--- src/rtl/core_mdu_pkg.sv ---
// core_mdu_pkg: shared types and parameter checks
// for the iterative multiply/divide unit.
package core_mdu_pkg;

  typedef enum logic [2:0] {
    ST_IDLE,
    ST_MUL,
    ST_DIV,
    ST_FIX,
    ST_DONE
  } mdu_state_e;

  typedef enum logic [2:0] {
    OP_MUL,
    OP_MULH,
    OP_MULHU,
    OP_MULHSU,
    OP_DIV,
    OP_DIVU,
    OP_REM,
    OP_REMU
  } mdu_op_e;

  function automatic bit xlen_ok(int x);
    return (x == 32) || (x == 64);
  endfunction

  function automatic bit mul_unroll_ok(int u);
    return (u == 1) || (u == 2) || (u == 4) || (u == 8);
  endfunction

  function automatic bit div_unroll_ok(int u);
    return (u == 1) || (u == 2);
  endfunction

endpackage

--- src/rtl/core_pipe_exec_mdu_iter_if.sv ---
// core_pipe_exec_mdu_iter_if: request/response bundle
// between the execute stage and the MDU.
interface core_pipe_exec_mdu_iter_if #(
  parameter int XLEN = 64
);
  logic            flush;
  logic            valid;
  logic            op_word;
  logic            op_mul;
  logic            op_mulh;
  logic            op_mulhu;
  logic            op_mulhsu;
  logic            op_div;
  logic            op_divu;
  logic            op_rem;
  logic            op_remu;
  logic [XLEN-1:0] rs1;
  logic [XLEN-1:0] rs2;
  logic            ready;
  logic [XLEN-1:0] rd;

  modport master (
    output flush, valid, op_word,
    output op_mul, op_mulh, op_mulhu, op_mulhsu,
    output op_div, op_divu, op_rem, op_remu,
    output rs1, rs2,
    input  ready, rd
  );

  modport slave (
    input  flush, valid, op_word,
    input  op_mul, op_mulh, op_mulhu, op_mulhsu,
    input  op_div, op_divu, op_rem, op_remu,
    input  rs1, rs2,
    output ready, rd
  );
endinterface

--- src/rtl/core_mdu_div_step.sv ---
// core_mdu_div_step: one combinational restoring-divide
// step on unsigned magnitudes.
module core_mdu_div_step #(
  parameter int XLEN = 64
) (
  input  logic [XLEN-1:0] rem,
  input  logic            shift_bit,
  input  logic [XLEN-1:0] divisor,
  output logic [XLEN-1:0] rem_next,
  output logic            q_bit
);
  logic [XLEN:0] rem_sh;
  logic [XLEN:0] diff;

  // rem < divisor, so the difference fits XLEN+1 signed
  assign rem_sh   = {rem, shift_bit};
  assign diff     = rem_sh - {1'b0, divisor};
  assign q_bit    = ~diff[XLEN];
  assign rem_next = q_bit ? diff[XLEN-1:0]
                          : rem_sh[XLEN-1:0];
endmodule

--- src/rtl/core_pipe_exec_mdu_iter.sv ---
// core_pipe_exec_mdu_iter: iterative RV64M multiply/divide.
// One accumulator serves shift-add multiply and restoring divide.
module core_pipe_exec_mdu_iter
  import core_mdu_pkg::*;
#(
  parameter int XLEN       = 64,
  parameter int MUL_UNROLL = 4,
  parameter int DIV_UNROLL = 1
) (
  input logic g_clk,
  input logic g_resetn,
  core_pipe_exec_mdu_iter_if.slave mdu
);
  localparam int CW    = $clog2(XLEN) + 1;
  localparam bit HAS_W = XLEN > 32;

  if (!xlen_ok(XLEN)) begin : g_bad_xlen
    $error("XLEN must be 32 or 64");
  end
  if (!mul_unroll_ok(MUL_UNROLL)) begin : g_bad_mul
    $error("MUL_UNROLL must be 1, 2, 4 or 8");
  end
  if (!div_unroll_ok(DIV_UNROLL)) begin : g_bad_div
    $error("DIV_UNROLL must be 1 or 2");
  end

  mdu_state_e      state_q, state_d;
  mdu_op_e         op_q, op_d;
  logic            word_q, s1_q, s2_q;
  logic            a_neg_q, b_neg_q;
  logic [CW-1:0]   cnt_q, n_q, n_d;
  logic [XLEN-1:0] a_q, b_q, acc_lo_q;
  logic [XLEN:0]   acc_hi_q;
  logic [XLEN-1:0] rd_q, rd_d;
  logic            ready_q, rd_we;

  logic            word_d, s1, s2, neg1, neg2;
  logic            is_div, is_rem, div0, ovf, start;
  logic [XLEN-1:0] x1, x2, sx1, mag1, mag2, mn;
  logic [XLEN-1:0] spec_res;

  always_comb begin
    op_d = OP_MUL;
    unique case (1'b1)
      mdu.op_mul:    op_d = OP_MUL;
      mdu.op_mulh:   op_d = OP_MULH;
      mdu.op_mulhu:  op_d = OP_MULHU;
      mdu.op_mulhsu: op_d = OP_MULHSU;
      mdu.op_div:    op_d = OP_DIV;
      mdu.op_divu:   op_d = OP_DIVU;
      mdu.op_rem:    op_d = OP_REM;
      mdu.op_remu:   op_d = OP_REMU;
      default:       op_d = OP_MUL;
    endcase
  end

  always_comb begin
    word_d = HAS_W & mdu.op_word;
    s1 = op_d inside {OP_MULH, OP_MULHSU, OP_DIV, OP_REM};
    s2 = op_d inside {OP_MULH, OP_DIV, OP_REM};
    is_div = op_d inside {OP_DIV, OP_DIVU, OP_REM, OP_REMU};
    is_rem = op_d inside {OP_REM, OP_REMU};
    x1  = mdu.rs1;
    x2  = mdu.rs2;
    sx1 = mdu.rs1;
    mn  = {1'b1, {(XLEN-1){1'b0}}};
    n_d = CW'(XLEN);
    if (word_d) begin
      x1  = s1 ? XLEN'($signed(mdu.rs1[31:0]))
               : XLEN'(mdu.rs1[31:0]);
      x2  = s2 ? XLEN'($signed(mdu.rs2[31:0]))
               : XLEN'(mdu.rs2[31:0]);
      sx1 = XLEN'($signed(mdu.rs1[31:0]));
      mn  = ~XLEN'(32'h7fff_ffff);
      n_d = CW'(32);
    end
    neg1 = s1 & x1[XLEN-1];
    neg2 = s2 & x2[XLEN-1];
    mag1 = neg1 ? -x1 : x1;
    mag2 = neg2 ? -x2 : x2;
    div0 = is_div && (x2 == '0);
    ovf  = is_div && s1 && (x1 == mn) && (&x2);
    spec_res = div0 ? (is_rem ? sx1 : '1)
                    : (is_rem ? '0 : x1);
  end

  assign start = (state_q == ST_IDLE) && mdu.valid
              && !mdu.flush;

  // shift-add step; signed rs2 subtracts on its top bit
  logic [XLEN:0]   hi_n;
  logic [XLEN-1:0] lo_n, mul_res;
  logic [XLEN+1:0] sum, addend;
  logic [CW-1:0]   pos;
  logic            mul_last;

  always_comb begin
    hi_n   = acc_hi_q;
    lo_n   = acc_lo_q;
    sum    = '0;
    addend = '0;
    pos    = '0;
    for (int j = 0; j < MUL_UNROLL; j++) begin
      pos    = cnt_q + CW'(j);
      addend = lo_n[0] ? {{2{a_q[XLEN-1] & s1_q}}, a_q} : '0;
      if (s2_q && (pos == n_q - CW'(1)))
        sum = {hi_n[XLEN], hi_n} - addend;
      else
        sum = {hi_n[XLEN], hi_n} + addend;
      hi_n = sum[XLEN+1:1];
      lo_n = {sum[0], lo_n[XLEN-1:1]};
    end
    mul_last = (cnt_q + CW'(MUL_UNROLL)) == n_q;
    mul_res  = (op_q == OP_MUL) ? lo_n : hi_n[XLEN-1:0];
    if (word_q) mul_res = XLEN'($signed(lo_n[XLEN-1 -: 32]));
  end

  logic [XLEN-1:0] drem [DIV_UNROLL+1];
  logic [XLEN-1:0] dquo [DIV_UNROLL+1];
  logic            div_last;

  assign drem[0]  = acc_hi_q[XLEN-1:0];
  assign dquo[0]  = acc_lo_q;
  assign div_last = (cnt_q + CW'(DIV_UNROLL)) == n_q;

  for (genvar g = 0; g < DIV_UNROLL; g++) begin : g_div
    logic qb;
    core_mdu_div_step #(.XLEN(XLEN)) u_step (
      .rem       (drem[g]),
      .shift_bit (dquo[g][XLEN-1]),
      .divisor   (b_q),
      .rem_next  (drem[g+1]),
      .q_bit     (qb)
    );
    assign dquo[g+1] = {dquo[g][XLEN-2:0], qb};
  end

  logic [XLEN-1:0] fix_q, fix_r, fix_res;

  always_comb begin
    fix_q = (a_neg_q ^ b_neg_q) ? -acc_lo_q : acc_lo_q;
    fix_r = a_neg_q ? -acc_hi_q[XLEN-1:0]
                    : acc_hi_q[XLEN-1:0];
    fix_res = (op_q inside {OP_REM, OP_REMU}) ? fix_r : fix_q;
    if (word_q) fix_res = XLEN'($signed(fix_res[31:0]));
  end

  always_comb begin
    state_d = state_q;
    rd_we   = 1'b0;
    rd_d    = rd_q;
    unique case (state_q)
      ST_IDLE: if (start) begin
        if (div0 || ovf) begin
          state_d = ST_DONE;
          rd_we   = 1'b1;
          rd_d    = spec_res;
        end else begin
          state_d = is_div ? ST_DIV : ST_MUL;
        end
      end
      ST_MUL: if (mul_last) begin
        state_d = ST_DONE;
        rd_we   = 1'b1;
        rd_d    = mul_res;
      end
      ST_DIV: if (div_last) state_d = ST_FIX;
      ST_FIX: begin
        state_d = ST_DONE;
        rd_we   = 1'b1;
        rd_d    = fix_res;
      end
      ST_DONE: state_d = ST_IDLE;
      default: state_d = ST_IDLE;
    endcase
    if (mdu.flush) begin
      state_d = ST_IDLE;
      rd_we   = 1'b0;
    end
  end

  always_ff @(posedge g_clk or negedge g_resetn) begin
    if (!g_resetn) begin
      state_q <= ST_IDLE;
      ready_q <= 1'b0;
      rd_q    <= '0;
    end else begin
      state_q <= state_d;
      ready_q <= rd_we;
      if (rd_we) rd_q <= rd_d;
    end
  end

  always_ff @(posedge g_clk or negedge g_resetn) begin
    if (!g_resetn) begin
      op_q     <= OP_MUL;
      word_q   <= 1'b0;
      s1_q     <= 1'b0;
      s2_q     <= 1'b0;
      a_neg_q  <= 1'b0;
      b_neg_q  <= 1'b0;
      cnt_q    <= '0;
      n_q      <= '0;
      a_q      <= '0;
      b_q      <= '0;
      acc_hi_q <= '0;
      acc_lo_q <= '0;
    end else if (start) begin
      op_q     <= op_d;
      word_q   <= word_d;
      s1_q     <= s1;
      s2_q     <= s2;
      a_neg_q  <= neg1;
      b_neg_q  <= neg2;
      cnt_q    <= '0;
      n_q      <= n_d;
      a_q      <= x1;
      b_q      <= is_div ? mag2 : x2;
      acc_hi_q <= '0;
      // word dividends sit in the top half so the msb-first walk starts at bit 31
      acc_lo_q <= is_div ? (mag1 << (CW'(XLEN) - n_d)) : x2;
    end else if (state_q == ST_MUL) begin
      acc_hi_q <= hi_n;
      acc_lo_q <= lo_n;
      cnt_q    <= cnt_q + CW'(MUL_UNROLL);
    end else if (state_q == ST_DIV) begin
      acc_hi_q <= {1'b0, drem[DIV_UNROLL]};
      acc_lo_q <= dquo[DIV_UNROLL];
      cnt_q    <= cnt_q + CW'(DIV_UNROLL);
    end
  end

  assign mdu.ready = ready_q;
  assign mdu.rd    = rd_q;

endmodule

--- src/flat_wrapper.sv ---
// flat-port wrapper written by rule: the top's interface ports become plain ports
module core_pipe_exec_mdu_iter_flat import core_mdu_pkg::*;
#(
  parameter int XLEN       = 64,
  parameter int MUL_UNROLL = 4,
  parameter int DIV_UNROLL = 1
)
  (g_clk, g_resetn, mdu_flush, mdu_valid, mdu_op_word, mdu_op_mul, mdu_op_mulh, mdu_op_mulhu, mdu_op_mulhsu, mdu_op_div, mdu_op_divu, mdu_op_rem, mdu_op_remu, mdu_rs1, mdu_rs2, mdu_ready, mdu_rd);
  core_pipe_exec_mdu_iter_if #(.XLEN(XLEN)) mdu_i ();
  input logic g_clk;
  input logic g_resetn;
  input wire logic [$bits(mdu_i.flush)-1:0] mdu_flush;
  input wire logic [$bits(mdu_i.valid)-1:0] mdu_valid;
  input wire logic [$bits(mdu_i.op_word)-1:0] mdu_op_word;
  input wire logic [$bits(mdu_i.op_mul)-1:0] mdu_op_mul;
  input wire logic [$bits(mdu_i.op_mulh)-1:0] mdu_op_mulh;
  input wire logic [$bits(mdu_i.op_mulhu)-1:0] mdu_op_mulhu;
  input wire logic [$bits(mdu_i.op_mulhsu)-1:0] mdu_op_mulhsu;
  input wire logic [$bits(mdu_i.op_div)-1:0] mdu_op_div;
  input wire logic [$bits(mdu_i.op_divu)-1:0] mdu_op_divu;
  input wire logic [$bits(mdu_i.op_rem)-1:0] mdu_op_rem;
  input wire logic [$bits(mdu_i.op_remu)-1:0] mdu_op_remu;
  input wire logic [$bits(mdu_i.rs1)-1:0] mdu_rs1;
  input wire logic [$bits(mdu_i.rs2)-1:0] mdu_rs2;
  output wire logic [$bits(mdu_i.ready)-1:0] mdu_ready;
  output wire logic [$bits(mdu_i.rd)-1:0] mdu_rd;
  assign mdu_i.flush = mdu_flush;
  assign mdu_i.valid = mdu_valid;
  assign mdu_i.op_word = mdu_op_word;
  assign mdu_i.op_mul = mdu_op_mul;
  assign mdu_i.op_mulh = mdu_op_mulh;
  assign mdu_i.op_mulhu = mdu_op_mulhu;
  assign mdu_i.op_mulhsu = mdu_op_mulhsu;
  assign mdu_i.op_div = mdu_op_div;
  assign mdu_i.op_divu = mdu_op_divu;
  assign mdu_i.op_rem = mdu_op_rem;
  assign mdu_i.op_remu = mdu_op_remu;
  assign mdu_i.rs1 = mdu_rs1;
  assign mdu_i.rs2 = mdu_rs2;
  assign mdu_ready = mdu_i.ready;
  assign mdu_rd = mdu_i.rd;
  core_pipe_exec_mdu_iter #(.XLEN(XLEN), .MUL_UNROLL(MUL_UNROLL), .DIV_UNROLL(DIV_UNROLL)) u_core (.g_clk(g_clk), .g_resetn(g_resetn), .mdu(mdu_i));
endmodule
--- config.mk ---
export PLATFORM = sky130hd
export DESIGN_NAME = core_pipe_exec_mdu_iter_flat
export DESIGN_NICKNAME = d
export VERILOG_FILES = /design/src/rtl/core_mdu_pkg.sv /design/src/rtl/core_pipe_exec_mdu_iter_if.sv /design/src/rtl/core_mdu_div_step.sv /design/src/rtl/core_pipe_exec_mdu_iter.sv /design/src/flat_wrapper.sv
export SDC_FILE = /design/constraint.sdc
export NUM_CORES = 2
export LEC_CHECK = 0
export BUFFER_PORTS_ARGS = -buffer_cell sky130_fd_sc_hd__buf_2
export CAP_MARGIN = 20
export CELL_PAD_IN_SITES_DETAIL_PLACEMENT = 1
export CELL_PAD_IN_SITES_GLOBAL_PLACEMENT = 1
export CORE_MARGIN = 2
export CORE_UTILIZATION = 43
export CTS_CLUSTER_DIAMETER = 100
export CTS_CLUSTER_SIZE = 28
export DETAILED_ROUTE_END_ITERATION = 8
export MAX_ROUTING_LAYER = met4
export PLACE_DENSITY = 0.86
export SLEW_MARGIN = 20
export SYNTH_ARGS = -nofsm -noshare
export SYNTH_HDL_FRONTEND = slang
export SYNTH_SLANG_ARGS = --single-unit
--- constraint.sdc ---
create_clock -name g_clk -period 10.49 [get_ports g_clk]
set_clock_uncertainty 0.2 [all_clocks]
set_input_delay 0.5245 -clock g_clk [delete_from_list [all_inputs] [get_ports g_clk]]
set_output_delay 0.5245 -clock g_clk [all_outputs]
set_load 0.05 [all_outputs]
==> summary.md, run 1 <==
Synthesis
- **predominant post-synthesis flop cell** sky130_fd_sc_hd__dfrtp_1
- **portion of synthesized cell area occupied by the leading cell type** 16.84%
- **count of distinct cell types in the synthesized netlist** 88
- **total of warnings raised by yosys** 0
- **sequential cell area fraction in the yosys report** 16.84%
- **Gate Count Post-Synth** 7464
- **netlist area before placement** 50660 um2
- **most repeated cell in the gate-level netlist after synthesis** sky130_fd_sc_hd__nand2_1
- **top cells by area in the synthesized netlist** sky130_fd_sc_hd__dfrtp_1 (17%), sky130_fd_sc_hd__ha_1 (8.4%), sky130_fd_sc_hd__nand2_1 (8.3%), sky130_fd_sc_hd__a21oi_1 (8.0%), sky130_fd_sc_hd__o21ai_0 (6.7%)
- **most area-hungry cell type in the Yosys netlist** sky130_fd_sc_hd__dfrtp_1
- **Avg Cell Area, Syn** 6.787 um2
- **async set-reset flop share out of synthesis** 100.0%
- **count of flip-flops with a built-in enable after synthesis** 0
- **flop and latch count out of synthesis** 341
- **most numerous cell types in the synthesized netlist** sky130_fd_sc_hd__nand2_1 (1124), sky130_fd_sc_hd__a21oi_1 (805), sky130_fd_sc_hd__o21ai_0 (683)
- **Synthesized Nets** 7952

STA
- **worst endpoint left by the global-route repair_timing run** u_core.mdu.rd[62]$_DFFE_PN0P_/D
- **category of the worst endpoint** sequential cell input

Clock tree
- **buffer depth of the longest clock path** 3
- **CTS Sinks** 341
- **TritonCTS buffer count** 23
- **H-tree levels** 1
- **Clk Tree Root Cell** sky130_fd_sc_hd__clkbuf_16

Global route
- **pin count of the biggest net entering global routing** 123
- **overall routing resource usage** 70.40%
- **residual overflow from global routing** 25
- **antenna violations before repair** 59

Place
- **RD Place Congestion** 1.067
- **DP Cell Count** 9673
- **Port Buf Inserts** 204
- **HPWL Detailed** 241100 um
- **post-detailed-placement cell area** 59680 um2

Run status
- **result of the run** did not finish
- **Exit stage** global routing
- **Run Error** [ERROR GRT-0232] Routing congestion too high. Check the congestion heatmap in the GUI.

Floorplan
- **row count** 125
- **DIE HEIGHT** 347.2 um
- **horizontal die dimension** 347.2 um
- **Top Ports** 206
- **initial core utilization** 43.48%

## per-stage QoR
| step | utilization (%) | TNS [ns] | setup WS [ns] |
|---|---|---|---|
| floorplan | - | -0.02881 | -0.02881 |
| global placement | 51.21 | -50.68 | -1.583 |
| detailed placement | 51.22 | -62.40 | -1.784 |
| CTS | 53.70 | -1.097 | -0.1789 |
## routing by layer
layer / global-route usage (%) / overflow
met3: 48.73 / 4
met5: - / -
met1: 73.42 / 4
met2: 86.78 / 6
met4: 62.60 / 11
## cell families after synthesis
| logic type | count (synthesis) | share of synthesized area [%] |
|---|---|---|
| compound gates | 2681 | 32.76 |
| xor+xnor | 707 | 12.28 |
| fa+ha+maj | 347 | 8.644 |
| buf+inv | 770 | 5.742 |
| flops | 341 | 16.84 |
| mux | 29 | 0.6026 |
| simple gates | 2589 | 23.13 |
## repair_timing
action                     4_1_cts
hold endpoints to repair       104
setup endpoints to repair       68
hold buffers                     2
cloned                           0
gates resized for setup        322
setup buffers                   82
pin swaps                      172
==> run 2, diff against run 1 <==
- CELL_PAD_IN_SITES_DETAIL_PLACEMENT: 1 -> default
- CELL_PAD_IN_SITES_GLOBAL_PLACEMENT: 1 -> default
- CORE_UTILIZATION: 43 -> 40
- CTS_CLUSTER_DIAMETER: 100 -> default
- CTS_CLUSTER_SIZE: 28 -> default
- MAX_ROUTING_LAYER: met4 -> default
- PLACE_DENSITY: 0.86 -> default
- PLACE_DENSITY_LB_ADDON: default -> 0.15
- clock period: 10.49 -> 13.64 ns (I/O delays scaled with it)
==> summary.md, run 2 <==
Run status
- **result of the run** finished, final reports clean

Global route
- **antenna violations before repair** 18
- **wire length of the first global-routing pass** 388800 um
- **pin count of the biggest net entering global routing** 138
- **vias in the first global route** 54420
- **residual overflow from global routing** 0
- **overall routing resource usage** 40.51%

Synthesis
- **count of distinct cell types in the synthesized netlist** 88
- **flop and latch count out of synthesis** 341
- **most numerous cell types in the synthesized netlist** sky130_fd_sc_hd__nand2_1 (1124), sky130_fd_sc_hd__a21oi_1 (805), sky130_fd_sc_hd__o21ai_0 (683)
- **most area-hungry cell type in the Yosys netlist** sky130_fd_sc_hd__dfrtp_1
- **Avg Cell Area, Syn** 6.787 um2
- **Gate Count Post-Synth** 7464
- **portion of synthesized cell area occupied by the leading cell type** 16.84%
- **sequential cell area fraction in the yosys report** 16.84%
- **netlist area before placement** 50660 um2
- **predominant post-synthesis flop cell** sky130_fd_sc_hd__dfrtp_1
- **async set-reset flop share out of synthesis** 100.0%
- **most repeated cell in the gate-level netlist after synthesis** sky130_fd_sc_hd__nand2_1
- **count of flip-flops with a built-in enable after synthesis** 0
- **total of warnings raised by yosys** 0
- **top cells by area in the synthesized netlist** sky130_fd_sc_hd__dfrtp_1 (17%), sky130_fd_sc_hd__ha_1 (8.4%), sky130_fd_sc_hd__nand2_1 (8.3%), sky130_fd_sc_hd__a21oi_1 (8.0%), sky130_fd_sc_hd__o21ai_0 (6.7%)
- **Synthesized Nets** 7952

Floorplan
- **Top Ports** 206
- **DIE HEIGHT** 359.9 um
- **row count** 130
- **full die area** 129500 um2
- **Core Box Area** 125700 um2
- **initial core utilization** 40.29%
- **horizontal die dimension** 359.9 um

STA
- **number of failing setup endpoints in the final timing report** 0
- **Hold Vio Cnt, Final** 0
- **worst hold margin** 0.1081 ns
- **TNS Setup** 0 ns
- **headroom to the max-slew limit** 17.85%
- **count of pins over their slew limit** 0
- **period utilization** 96.61%
- **maximum operating frequency** 75.89 MHz
- **minimum clock period** 13.18 ns
- **RSZ-0062 raised after global routing** no
- **slew at the pin closest to its max-slew limit** 1.219 ns

Detailed routing
- **DR WL met2** 114400 um
- **1st-pass router iterations** 6
- **routed length per instance** 30.45 um
- **overall routed net length** 273400 um
- **Antenna Nets Post-Route** 0
- **Post-Route M1 WL** 116000 um
- **WL met3** 26350 um
- **vias** 58540
- **DR iter-0 viols** 7661
- **top layer in use** met5
- **post-DR vias/cell** 6.518
- **Remaining DRCs** 0

Setup path
- **Slowest-stage cell, CP** sky130_fd_sc_hd__a22oi_1
- **data required time of the worst path** 13.89 ns
- **Reg2Reg Launch Point** u_core.cnt_q[2]$_DFFE_PN0P_
- **Critical Path Source Type** register
- **largest fanout of any net on the critical path** 48
- **Worst EP arrival** 13.43 ns
- **most prevalent standard cell on the critical path** sky130_fd_sc_hd__a21oi_1
- **kind of critical path** register to register
- **worst stage delay on the critical path** 0.69 ns
- **terminus of the critical flop-to-flop path** u_core.mdu.rd[50]$_DFFE_PN0P_
- **capturing element type of the critical path** register
- **FF-to-FF path depth** 47
- **worst reg2reg setup slack** 0.46 ns

Place
- **Port Buf Inserts** 204
- **HPWL Detailed** 217600 um
- **RD Place Congestion** 1.006

Final layout
- **area added between synthesis and finish** 7.498%
- **fraction of layout cells with a size suffix above 1** 7.470%
- **commonest non-fill, non-tap cell in the layout** sky130_fd_sc_hd__nand2_1
- **register bank with the most flops** u_core.acc_hi_q
- **number of nets in the layout** 7777
- **max reg flops** 65
- **most frequent cells in the layout** sky130_fd_sc_hd__nand2_1 (1120), sky130_fd_sc_hd__a21oi_1 (802), sky130_fd_sc_hd__o21ai_0 (681)

Clock tree
- **clk slew on worst S/H paths** 0.06 ns
- **H-tree levels** 2
- **CTS Sinks** 341
- **clk_lat worst skew** 0.62 ns
- **buffer depth of the longest clock path** 3
- **Clk Tree Root Cell** sky130_fd_sc_hd__clkbuf_16
- **TritonCTS buffer count** 44
- **CTS tree** done

Worst hold path
- **number of cells on the worst hold path** 2
- **min-delay src** mdu_flush
- **Tightest Hold Check Type** input port to register
- **endpoint of the worst hold path** u_core.state_q[0]$_DFFE_PN0P_

Flow run
- **max_cap viols** 0

-- run 2: cells by family after synthesis --
| kind of cell | Yosys count | share of synthesized area (%) |
|---|---|---|
| xor gates and xnor gates | 707 | 12.28 |
| DFF | 341 | 16.84 |
| buffers and inverters | 770 | 5.742 |
| muxes | 29 | 0.6026 |
| adders and majority gates | 347 | 8.644 |
| and+or+nand+nor | 2589 | 23.13 |
| AOI/OAI and AO/OA | 2681 | 32.76 |
-- run 2: timing repair --
item	in CTS	in global routing
setup buffers	0	0
gates resized for setup	0	4
setup endpoints to repair	0	10
hold buffers	1	0
hold endpoints to repair	93	0
-- run 2: final cells by class --
| type | instances | area (um2) |
|---|---|---|
| tap | 1650 | 2064 |
| clock inverter | 26 | 249.0 |
| timing repair buffer | 361 | 2240 |
| inverter | 188 | 705.7 |
| fill | 13400 | 71270 |
| sequential | 341 | 8543 |
| clock buffer | 54 | 1220 |
| antenna | 8 | 20.02 |
| multi-input combinational | 6353 | 39420 |
-- run 2: worst max path at each step --
stage / cells past startpoint / endpoint / startpoint
5_1_grt: 51 / u_core.mdu.rd[60]$_DFFE_PN0P_ / u_core.a_q[2]$_DFFE_PN0P_
2_1_floorplan: 60 / u_core.acc_hi_q[64]$_DFFE_PN0P_ / u_core.acc_lo_q[0]$_DFFE_PN0P_
6_report: 47 / u_core.mdu.rd[50]$_DFFE_PN0P_ / u_core.cnt_q[2]$_DFFE_PN0P_
4_1_cts: 44 / u_core.mdu.rd[63]$_DFFE_PN0P_ / u_core.cnt_q[2]$_DFFE_PN0P_
3_3_place_gp: 48 / u_core.mdu.rd[60]$_DFFE_PN0P_ / u_core.a_q[23]$_DFFE_PN0P_
3_5_place_dp: 44 / u_core.mdu.rd[63]$_DFFE_PN0P_ / u_core.cnt_q[2]$_DFFE_PN0P_
-- run 2: through the flow --
stage	utilization [%]	area, um2	std cells	setup slack, ns
2_1_floorplan	-	50660	7464	2.430
3_3_place_gp	42.11	52940	8892	0.6424
3_5_place_dp	42.11	52940	8892	0.7975
4_1_cts	43.28	54420	8973	0.7145
5_1_grt	43.30	54440	8973	0.004654
6_report	43.31	54460	8981	0.4627
-- run 2: metal layers --
metal | vias to the layer above | global-route usage (%)
met2 | 3197 | 60.63
met4 | 4 | 20.72
li1 | 26610 | -
met5 | - | 0
met1 | 28150 | 55.57
met3 | 570 | 7.124
-- run 2: worst max-delay path: cells and delay by family, from the launching register on --
kind	cells	cell delay [ns]
buffers and inverters	1	0.53
AND/OR/NAND/NOR	13	2.61
adder cells (fa/ha/maj)	5	1.89
AO/OA/AOI/OAI	23	5.91
flip-flops	1	0.62
XOR/XNOR	5	1.20
Power of run 2 is left out: the tool's default activity adds up to more than one toggle a clock period on the data nets, which glitch-free logic cannot reach.
